<file path="src/rtl/serializador_bits_if.sv">
// serializador_bits_if: byte valid/ready handshake between producer and serializer.
interface serializador_bits_if;
  logic       byte_valid;
  logic [7:0] byte_in;
  logic       byte_ready;
  modport master(output byte_valid, byte_in, input byte_ready);
  modport slave(input byte_valid, byte_in, output byte_ready);
endinterface

</file>
<file path="src/rtl/serializador_bits.sv">
// serializador_bits: byte FIFO feeding a 1-bit/cycle serializer with a stream start pulse.
// Define SERIALIZADOR_LSB_FIRST_EN for LSB-first bit order (default MSB first).
module serializador_bits #(
  parameter int FIFO_DEPTH = 4
) (
  input  logic              clk,
  input  logic              rst_n,
  serializador_bits_if.slave bus,
  input  logic              flush,
  output logic              start,
  output logic              bit_out,
  output logic              bit_valid,
  output logic              busy
);
  localparam int PW = $clog2(FIFO_DEPTH);
  typedef enum logic {IDLE, SHIFT} state_t;
  state_t state, state_n;
  logic [7:0] mem [FIFO_DEPTH];
  logic [PW-1:0] wr_ptr, rd_ptr;
  logic [PW:0] count, count_n;
  logic [7:0] sr, sr_n, head;
  logic [2:0] cnt, cnt_n;
  logic push, pop, start_n, bit_out_n, bit_valid_n;
`ifdef SERIALIZADOR_LSB_FIRST_EN
  function automatic logic first_bit(input logic [7:0] b);
    return b[0];
  endfunction
  function automatic logic [7:0] advance(input logic [7:0] b);
    return b >> 1;
  endfunction
`else
  function automatic logic first_bit(input logic [7:0] b);
    return b[7];
  endfunction
  function automatic logic [7:0] advance(input logic [7:0] b);
    return b << 1;
  endfunction
`endif
  assign bus.byte_ready = count != (PW+1)'(FIFO_DEPTH);
  assign push = bus.byte_valid && bus.byte_ready && !flush;
  assign head = mem[rd_ptr];
  assign count_n = flush ? '0 : count + (PW+1)'(push) - (PW+1)'(pop);
  // sr holds the not-yet-emitted bits aligned so first_bit() yields the next one
  always_comb begin
    state_n = state;
    cnt_n = cnt;
    sr_n = sr;
    pop = 1'b0;
    start_n = 1'b0;
    bit_valid_n = bit_valid;
    bit_out_n = bit_out;
    if (flush) begin
      state_n = IDLE;
      cnt_n = '0;
      bit_valid_n = 1'b0;
      bit_out_n = 1'b0;
    end else if (state == IDLE || cnt == 3'd7) begin
      pop = count != '0;
      state_n = pop ? SHIFT : IDLE;
      start_n = pop && state == IDLE;
      cnt_n = '0;
      bit_valid_n = pop;
      bit_out_n = pop && first_bit(head);
      sr_n = pop ? advance(head) : sr;
    end else begin
      cnt_n = cnt + 3'd1;
      bit_out_n = first_bit(sr);
      sr_n = advance(sr);
    end
  end
  always_ff @(posedge clk) begin
    if (!rst_n) begin
      state <= IDLE;
      cnt <= '0;
      sr <= '0;
      wr_ptr <= '0;
      rd_ptr <= '0;
      count <= '0;
      start <= 1'b0;
      bit_out <= 1'b0;
      bit_valid <= 1'b0;
      busy <= 1'b0;
    end else begin
      state <= state_n;
      cnt <= cnt_n;
      sr <= sr_n;
      wr_ptr <= flush ? '0 : wr_ptr + PW'(push);
      rd_ptr <= flush ? '0 : rd_ptr + PW'(pop);
      count <= count_n;
      start <= start_n;
      bit_out <= bit_out_n;
      bit_valid <= bit_valid_n;
      busy <= state_n == SHIFT || count_n != '0;
    end
  end
  always_ff @(posedge clk) if (push) mem[wr_ptr] <= bus.byte_in;
endmodule

</file>
<file path="src/flat_wrapper.sv">
// flat-port wrapper written by rule: the top's interface ports become plain ports
module serializador_bits_flat 
#(
  parameter int FIFO_DEPTH = 4
)
  (clk, rst_n, flush, start, bit_out, bit_valid, busy, bus_byte_valid, bus_byte_in, bus_byte_ready);
  serializador_bits_if bus_i ();
  input  logic clk;
  input  logic rst_n;
  input  logic flush;
  output logic start;
  output logic bit_out;
  output logic bit_valid;
  output logic busy;
  input wire logic [$bits(bus_i.byte_valid)-1:0] bus_byte_valid;
  input wire logic [$bits(bus_i.byte_in)-1:0] bus_byte_in;
  output wire logic [$bits(bus_i.byte_ready)-1:0] bus_byte_ready;
  assign bus_i.byte_valid = bus_byte_valid;
  assign bus_i.byte_in = bus_byte_in;
  assign bus_byte_ready = bus_i.byte_ready;
  serializador_bits #(.FIFO_DEPTH(FIFO_DEPTH)) u_core (.clk(clk), .rst_n(rst_n), .bus(bus_i), .flush(flush), .start(start), .bit_out(bit_out), .bit_valid(bit_valid), .busy(busy));
endmodule
</file>
<file path="config.mk">
export PLATFORM = sky130hd
export DESIGN_NAME = serializador_bits_flat
export DESIGN_NICKNAME = d
export VERILOG_FILES = /design/src/rtl/serializador_bits_if.sv /design/src/rtl/serializador_bits.sv /design/src/flat_wrapper.sv
export SDC_FILE = /design/constraint.sdc
export NUM_CORES = 1
export LEC_CHECK = 0
export ABC_AREA = 1
export CELL_PAD_IN_SITES_DETAIL_PLACEMENT = 0
export CELL_PAD_IN_SITES_GLOBAL_PLACEMENT = 2
export CORE_ASPECT_RATIO = 1.2
export CORE_MARGIN = 4
export CORE_UTILIZATION = 35
export CTS_BUF_LIST = sky130_fd_sc_hd__clkbuf_8
export CTS_CLUSTER_SIZE = 28
export DETAILED_ROUTE_END_ITERATION = 10
export GPL_ROUTABILITY_DRIVEN = 0
export PLACE_DENSITY = 0.76
export SLEW_MARGIN = 20
export SYNTH_ARGS = -nofsm -noshare
export SYNTH_HDL_FRONTEND = slang
export SYNTH_SLANG_ARGS = --single-unit
</file>
<file path="constraint.sdc">
create_clock -name clk -period 2.1 [get_ports clk]
set_input_delay 0.21 -clock clk [delete_from_list [all_inputs] [get_ports clk]]
set_output_delay 0.21 -clock clk [all_outputs]
set_load 0.02 [all_outputs]
</file>
### Word-level counts from Yosys, hierarchy flattened

Memory sizes are Yosys's and may differ from the RTL's. A register that Yosys moved wholly into a read port is not among the register bits.
Cells that the tools add are included.

| storage, ports and cells | value |
|---|---|
| register bits after elaboration | 23 |
| RAM bits | 32 |
| input port bits | 12 |
| output and inout port bits | 5 |
| word-level logic and storage cells | 48 |
| memories kept | 1 |

Memories:

| memory | words | bits a word | rd ports | clocked after Yosys merged registers in | write ports | line | source |
|---|---|---|---|---|---|---|---|
| u_core.mem | 4 | 8 | 1 | 1 | 1 | serializador_bits.sv:18 | `logic [7:0] mem [FIFO_DEPTH];` |

| cells by class | value |
|---|---|
| $add $sub $neg | 5 |
| eq/ne operators | 3 |
| mux-type cells | 12 |
| bitwise logic cells | 4 |
| reductions and logical operators | 13 |

Operators by type and width:

| cell | number |
|---|---|
| 2-to-1 mux 8 bit | 2 |
| 2-to-1 mux 1 bit | 8 |
| nonzero test 3 bit | 2 |
| OR reduction 3 bit | 2 |
| adder 2 x 1 -> 2 bit | 2 |
| logical AND 1 bit | 4 |
| NOT 1 bit | 4 |
| adder 3 x 1 -> 3 bit | 1 |
| adder 3 x 1 -> 3 bit (second input constant) | 1 |
| equality test 3 bit (second input constant) | 1 |
| 2-to-1 mux 3 bit | 1 |
| inequality test 3 bit (second input constant) | 1 |
| subtractor 3 x 1 -> 3 bit | 1 |
| logical OR 1 bit | 2 |
| 2-to-1 mux 2 bit | 1 |
| inequality test 2 bit (second input constant) | 1 |
| AND reduction 2 bit | 1 |
| OR reduction 2 bit | 1 |
| logical NOT 1 bit | 1 |

### Depth between registers and ports, before layout

Gate-level depths: netlist (run 1).

| logic depth | value |
|---|---|
| depth in word-level cells | 8 |
| mapped depth | 15 |
| depth with buffers taken out | 15 |

### Worst setup path before layout (run 1)

No wires, ideal clock.

| timing path | value |
|---|---|
| path kind | reg2reg |
| from | register u_core.cnt[0] |
| to | register u_core.busy |
| library setup time | 0.124 ns |
| data arrival time | 2.056 ns |
| data required time | 1.976 ns |
| slack | -0.081 ns |
| cell stages (with the launch flop) | 15 |
| buffers on the path | 0 |
| clock period less this slack | 2.181 ns |
| cell sequence | dfxtp_1 ha_1 ha_1 inv_1 nand2_2 nand2_2 inv_2 nand2_2 xnor2_1 ha_1 inv_1 fa_1 nand2_1 o21ai_0 o21ai_0 |

| between the ends | value |
|---|---|
| word-level cells in the longest chain between the ends | 8 |
| elaborated cells between the ends (all ways) | 10 |
| those cells by class | add/sub: 1; eq/ne: 1; mux: 5; reduce/logical: 3 |

RTL lines:

| item | line | source |
|---|---|---|
| start, declared | serializador_bits.sv:22 | `logic [2:0] cnt, cnt_n;` |
| start signal, assigned | serializador_bits.sv:85 | `cnt <= cnt_n;` |
| equality test 3 bit (*) | serializador_bits.sv:57 | `end else if (state == IDLE \|\| cnt == 3'd7) begin` |
| logical OR 1 bit (*) | serializador_bits.sv:57 |  |
| 2-to-1 mux 1 bit | serializador_bits.sv:57 |  |
| 2-to-1 mux 1 bit | serializador_bits.sv:52 | `if (flush) begin` |
| subtractor 3 x 1 -> 3 bit | serializador_bits.sv:42 | `assign count_n = flush ? '0 : count + (PW+1)'(push) - (PW+1)'(pop);` |
| 2-to-1 mux 3 bit | serializador_bits.sv:42 |  |
| nonzero test 3 bit | serializador_bits.sv:93 | `busy <= state_n == SHIFT \|\| count_n != '0;` |
| logical OR 1 bit (*) | serializador_bits.sv:93 |  |
| end signal, assigned | serializador_bits.sv:82 | `busy <= 1'b0;` |
| end signal, assigned | serializador_bits.sv:93 |  |
| end, declared | serializador_bits.sv:13 | `output logic busy` |

Mark *: on every way between the ends. The rest lies on a longest branch, timed or not.
A chain may end at the register's enable or synchronous reset.

### Worst setup path in the final report (run 1)

Ends and elaborated chain as after synthesis.

==> flow_results.org, run 1 <==
** Floorplanning
- The die is 83.4 um wide.
- Once the floorplan was initialized, standard cells occupied 36.6% of the core.
- 17 I/O pins were placed.
- Row generation in the floorplan step produced 32 rows.
- Core Area :: roughly 6500 um2
- Die H :: 98.5 um
- Floorplan die area :: 8210 um2

** Routing
- Iteration-0 DRC count of the detailed router :: about 70
- Vias :: 1,580
- In the final routed layout, each cell accounts on average for 13.3 um.
- The count of nets left with antenna violations once routing finished came out at 0.
- In the routed layout, each cell is associated on average with a via count of 4.46.
- Final WL :: 4.71 mm
- Post-route DRC violation count :: 0
- The first detailed-routing pass ran for 4 iterations.

** Setup path
- In this run the worst path has a maximum fanout of 2.
- On the critical path, the stage with the largest delay is an instance of fa_1.
- The most critical setup path has its startpoint at u_core.cnt[0]$_SDFF_PP0_.
- Among the stages of the critical path, the cell type that occurs most often is nand2_4.
- R2r startpoint :: u_core.cnt[0]$_SDFF_PP0_
- List of cells traversed by the critical path :: ha_4 -> ha_4 -> inv_2 -> nand2_4 -> nand2_4 -> inv_4 -> nand2_4 -> xnor2_2 -> ha_2 -> inv_2 -> fa_1 -> nand2_1 -> o21ai_2 -> o21ai_1
- Delay of the slowest critical-path stage :: 490 ps
- STA puts the critical path data arrival time at 2270 ps.
- On the critical path the largest part of the delay comes from adder cells.
- Counting both buffers and inverters, the worst setup path holds a total of 3.
- The worst setup path is of the flip-flop to flip-flop kind.
- Sort of element at the end of the critical path :: flip-flop
- Required @ worst endpoint :: ~2300 ps
- Setup crit start kind :: flip-flop

** Clock network
- Max H-tree Level :: 2
- After clock tree synthesis, the flow added hold-fix buffers numbering 0.
- Counting every sink on the clock net gives 54.
- Post-CTS Setup Inserts :: 0
- Clock tree synthesis selected as its root buffer the cell clkbuf_8.
- Max Root-Sink Buffers :: 2
- Clock-pin slew was measured on the worst setup and hold paths at 100 ps.
- The number of clock buffers added by TritonCTS is 5.
- TritonCTS built the clock tree.
- For the worst-skew pair, the clock arrives at the later sink with an insertion delay of 310 ps.

** Global routing
- Via count of the first global-routing pass :: between 1,500 and 2,000
- Number of antenna violations at the first check in global routing :: 0
- Global routing used 12.4% of the available tracks across all layers.
- The first global-routing pass estimated 7.73 mm of wire.
- Largest net degree at the start of global routing :: 19
- For this run the aggregate overflow at the end of global routing stands at 0.

** Synth
- Synthesis instantiated 30 different standard cells from the library.
- Summing the areas of all compound-gate instances in the mapped netlist gives under 10% of the synthesized area.
- Summing the sequential cell areas from Yosys gives 58.7% of the chip area.
- The synthesized netlist occupies a cell area of 2390 um2.
- Simple-Gate Fraction of Synth Area :: between 20 and 30%
- Cell accounting for the most synthesized area :: edfxtp_1
- Counting flops and latches in the post-synthesis netlist gives 54.
- After Yosys synthesis, full adders, half adders and majority gates account for 2.94% of the synthesized area.
- Net count after synthesis :: about 250
- Each instance of the synthesized netlist takes up on average 10.1 um2.
- Synth Warn # :: 0
- Number of instances in the synthesized netlist :: 236
- By area, the combinational part of the netlist is dominated by simple AND/OR/NAND/NOR gates.
- After synthesis, the largest area contributor takes up 40.3% of total cell area.
- Multiplexer cells account for 0% of the synthesized area.
- After Yosys synthesis, XOR and XNOR cells account for 0.734% of the synthesized area.
- Sorting the synthesized cells by area gives the leading types as edfxtp_1, dfxtp_1, nand2_1, nand3_1, nor2_1.

** Timing
- Final number of hold-violating endpoints :: 0
- Final hold analysis gives a worst-case slack of 429 ps.
- The worst path uses 98.2% of the clock period.
- The final count of pins violating max slew was 0.
- Clock skew on the completed layout was measured at 11.8 ps.
- Counting I/O delays and the setup requirement, the final critical path takes roughly 2100 ps.
- RSZ-0062 raised after global routing :: true
- Endpoints failing setup :: 0
- Slew of the pin with the lowest slew margin :: 566 ps
- Highest Clock Rate :: ~490 MHz
- Headroom to the max-slew limit came out at 62.2%.

** Finish
- In the final layout, the share of cells above drive strength 1 is 23.0%.
- Finished Layout Cells :: 354
- The area growth from synthesis to layout is 20.3%.
- Number of nets in the finished design :: 285
- At the end of the flow the core is filled with cells to 44.0%.
- 0 antenna diodes ended up in the layout.

** Pwr
- Power comes to 2.17 mW.
- Power spread over the standard cell area amounts to 757 nW/um2.
- Maximum ir drop on the vdd rail :: 352 uV
- LEAKAGE :: 1.13 nW

** Flow run
- Max-cap violations in this run came to 0.

** Worst hold path
- Path class of the lowest-slack min-delay path :: flip-flop to flip-flop
- Startpoint of the tightest hold check path :: u_core.cnt[0]$_SDFF_PP0_

** Placed design
- Placed cell count :: 346
- HPWL reported at the end of detailed placement :: 3.25 mm
- Input and output buffers added on the ports amount to 16.

** Outcome
- Result of the run :: finished clean
## area by class of cell
type / count / area [um2]
multi-input combinational: 144 / 837
clock inverter: 3 / 48.8
tap: 85 / 106
timing repair buffer: 31 / 273
fill: 659 / 3650
clock buffer: 5 / 68.8
inverter: 32 / 135
sequential: 54 / 1400
## state kept, by name (all words and copies together), names as in the netlist
signal and cells:
u_core.state 1, u_core.count 3, u_core.cnt 3, u_core.start 1
u_core.mem 32, u_core.bit_out 1, u_core.busy 1, u_core.wr_ptr 2
u_core.sr 7, u_core.rd_ptr 2, u_core.bit_valid 1
## cells in the final DEF (no fill, tap or decap), types with 4 or more instances in the layout
| master | count |
|---|---|
| clkdlybuf4s50_1 | 16 |
| a21boi_0 | 6 |
| nand2_2 | 9 |
| nor2_1 | 25 |
| a21oi_1 | 6 |
| buf_4 | 15 |
| inv_1 | 22 |
| inv_2 | 6 |
| dfxtp_1 | 20 |
| clkbuf_8 | 5 |
| nand3_1 | 23 |
| nand2_1 | 46 |
| nand2_4 | 4 |
| nor3_1 | 5 |
| edfxtp_1 | 32 |
## kinds of logic after synthesis
family,after synthesis
DFF,54
buffers and inverters,38
AOI/OAI and AO/OA,15
and+or+nand+nor,122
xor gates and xnor gates,2
adders and majority gates,5
## per-stage QoR
step	TNS [ps]	cell area, um2	setup slack, ps
3_3_place_gp	-18.7	2730	-18.7
6_report	0	2870	38.2
3_5_place_dp	-43.9	2730	-43.9
4_1_cts	0	2860	13.1
2_1_floorplan	-1.58	2420	-1.58
5_1_grt	-96.7	2870	-93.7
## cells in the mapped netlist, drive strengths merged
cell / instances
buf: 6
dfxtp: 22
nand3: 27
inv: 32
a21oi: 7
ha: 4
edfxtp: 32
fa: 1
nor3: 5
a21boi: 6
xnor2: 2
nand4: 2
nand2: 59
o21ai: 2
nor2: 29
## final timing paths
path	to	cells after the start	slack, ps
min	u_core.cnt[0]$_SDFF_PP0_	1	430
min reg2reg	u_core.cnt[0]$_SDFF_PP0_	1	430
max	u_core.busy$_SDFF_PN0_	14	40
max reg2reg	u_core.busy$_SDFF_PN0_	14	40
## metal layers
layer,wire (um),track usage (%),vias up
li1,-,-,825
met1,1970,13.8,726
met2,2490,23.0,21
met3,150,2.84,8
met4,98,4.65,0
met5,0,0,-
## report_power, final
group	total, mW	internal (mW)	switching [mW]
Sequential	1.18	1.16	0.0238
Clock	0.713	0.363	0.349
Combinational	0.278	0.117	0.161
Total	2.17	1.64	0.534
## repair_timing
item	in CTS	in global routing
pin swaps	2	1
resized for setup	1	4
endpoints found under the setup margin	1	2
No activity file was read; power rests on OpenSTA's default activity.
==> run 2: changes to the inputs <==
Settings changed: SLEW_MARGIN 20 to default.
==> results of run 2 <==
The final DEF is identical to that of run 1; final timing and power are the same.
==> run 3: changes to the inputs <==
Settings changed: PLACE_DENSITY 0.76 to 0.81.
==> flow_results.org, run 3 (synthesis gave the netlist of run 1 again) <==
** Finish
- From synthesis to final layout, the design area changed by 20.0%.
- The number of antenna diodes was 0 (unchanged).
- Fraction of final layout cells with drive strength greater than 1 :: 23.1% (+0.086 points)
- Number of nets in the finished design :: 284 (-0.35%)
- More flip-flops sit in one register than any other, and that register is u_core.mem.
- Post-Route Utilization :: 43.9% (-0.12 points)
- Largest registers :: u_core.mem: 32 flops, u_core.sr: 7 flops
- Commonest cells after routing, fill and taps aside :: nand2_1, edfxtp_1, nor2_1
- Most frequent standard cell in the layout excluding fill and tap cells :: nand2_1
- The number of flip-flops in the largest register came to 32 (unchanged).

** Floorplanning
- The floorplan die width was 83.4 um (unchanged).
- Floorplan die area :: 8210 um2 (unchanged)
- Starting Density :: 36.6% (unchanged)
- The die extent in y is 98.5 um (unchanged).
- Core Area :: 6530 um2 (unchanged)
- The number of top-level pins is 17 (unchanged).
- Std cell rows :: 32 (unchanged)

** Placed design
- # port buffers :: 16 (unchanged)
- The sum of net half-perimeters after detailed placement came to 3.19 mm (-1.9%).
- The worst setup timing slack at the placement stage was -170 ps (-127 ps).

** Timing
- RSZ-0062 raised after global routing :: true
- Slew of the pin with the lowest slew margin :: 493 ps (-73.3 ps)
- The sum of negative setup slack is 0 ps (unchanged).
- The worst path setup slack after routing came to 32.8 ps (-5.40 ps).
- The portion of the clock cycle consumed by the worst path in the final layout is 98.4% (+0.26 points).
- The clock tree skew after final layout is 9.09 ps (-2.71 ps).
- The count of endpoints failing setup in the final report came to 0 (unchanged).
- The final count of pins violating max slew came to 0 (unchanged).
- Final number of hold-violating endpoints :: 0 (unchanged)
- The maximum clock rate is 484 MHz (-0.26%).
- Final min period :: 2070 ps (+5.40 ps)
- Slew headroom :: 67.1% (+4.9 points)
- The hold slack is 431 ps (+1.61 ps).

** Pwr
- LEAKAGE :: 1.13 nW (-0.16%)
- Maximum ir drop on the vdd rail :: 406 uV (+15%)
- The cell area power density came to 758 nW/um2 (+0.11%).

** Flow run
- Max Cap Violations :: 0 (unchanged)

** Routing
- Detailed-routing iteration count for the pre-antenna-repair pass :: 4 (unchanged)
- Final WL :: 4.53 mm (-3.8%)
- Drt wl/cell :: 12.8 um (-3.6%)
- Iteration-0 DRC count of the detailed router :: 88 (+29%)
- The total via count after detailed routing came to 1,574 (-0.38%).
- The via count normalized by instance count is 4.46 (about the same).
- Final antenna-violating net count :: 0 (unchanged)
- The number of design rule violations left after detail routing came to 0 (unchanged).

** Clock network
- The maximum buffer depth of the clock tree came to 2 (unchanged).
- The number of buffers inserted during clock tree synthesis came to 5 (unchanged).
- Clock edge transition at the registers on the reported setup and hold paths :: 100 ps (about the same)
- Root Driver :: clkbuf_8
- # clock sinks :: 54 (unchanged)
- Insertion delay of the later-clocked pin in the worst-skew pair :: 310 ps (about the same)
- TritonCTS clock tree :: built
- Max H-tree Level :: 2 (unchanged)

** Global routing
- Overall fraction of global-route tracks in use :: 11.7% (-0.75 points)
- The initial antenna violation count was 0 (unchanged).
- The largest net degree at the start of global routing is 20 (+1).
- First-pass GRT wire length :: 7.42 mm (-4.0%)
- The number of global-route vias before repair is 1,508 (-4.4%).
- The final global-route overflow total came to 0 (unchanged).

** Setup path
- Delay of the slowest critical-path stage :: 490 ps (about the same)
- The maximum fanout count along the critical path was 2 (unchanged).
- List of cells traversed by the critical path :: ha_4 -> ha_4 -> inv_4 -> nand2_4 -> nand2_4 -> inv_4 -> nand2_4 -> xnor2_2 -> ha_2 -> inv_2 -> fa_1 -> nand2_1 -> o21ai_2 -> o21ai_1
- Required @ worst endpoint :: 2310 ps (about the same)
- Cell with the biggest individual delay on the critical path :: fa_1
- The arrival time of the worst setup path came to 2280 ps (about the same).
- Sort of element at the end of the critical path :: flip-flop
- By startpoint and endpoint, the worst setup path is classified as flip-flop to flip-flop.
- Register-to-Register Setup Slack :: 30 ps (about the same)
- Setup crit start kind :: flip-flop
- Among the stages of the critical path, the cell type that occurs most often is nand2_4.

** Worst hold path
- Path class of the lowest-slack min-delay path :: flip-flop to flip-flop

** Outcome
- Result of the run :: finished clean
## run 3: routing by layer
| layer | part of all wire (%) | wire (um) | track usage, % |
|---|---|---|---|
| met3 | 3.1 | 139 | 2.34 |
| met1 | 44 | 1990 | 14.0 |
| met2 | 52 | 2340 | 20.9 |
| met4 | 1.4 | 63 | 3.77 |
| met5 | 0 | 0 | 0 |
## run 3: cell type report
cell class	instances	area (um2)
well taps	85	106
flip-flops and latches	54	1400
clock inverters	3	43.8
inverters	32	138
fillers	618	3660
repair buffers	30	265
clock buffers	5	68.8
multi-input cells	144	840
## run 3: final timing paths
path,startpoint,endpoint,depth (start not counted)
max,u_core.cnt[0]$_SDFF_PP0_,u_core.busy$_SDFF_PN0_,14
min,u_core.cnt[0]$_SDFF_PP0_,u_core.cnt[0]$_SDFF_PP0_,1
max reg2reg,u_core.cnt[0]$_SDFF_PP0_,u_core.busy$_SDFF_PN0_,14
min reg2reg,u_core.cnt[0]$_SDFF_PP0_,u_core.cnt[0]$_SDFF_PP0_,1
## run 3: repair_timing
item                                    CTS  global route
gates cloned                              0             0
hold buffers                              0             0
endpoints found under the setup margin    1             3
setup buffers                             1             0
pin swaps                                 3             0
gates resized for setup                   1             6
## run 3: worst max-delay path: cells and delay by family, from the launching register on
family,cells,cell delay (ps)
fa+ha+maj,4,980
flops,1,350
simple gates,4,250
compound gates,2,180
buf+inv,3,120
xor+xnor,1,100
## run 3: power by group
| part | internal [mW] | leakage (nW) | total (mW) | switching (mW) |
|---|---|---|---|---|
| Sequential | 1.16 | 0.470 | 1.18 | 0.0212 |
| Clock | 0.358 | 0.0585 | 0.707 | 0.349 |
| Combinational | 0.120 | 0.602 | 0.283 | 0.164 |
## run 3: per-stage QoR
step	total power [mW]	std cells	cell area [um2]
final	2.17	353	2870
after global routing	2.27	353	2870
after CTS	2.18	353	2840
after detailed placement	1.48	344	2720
after global placement	1.47	344	2720
after floorplan	1.38	236	2420
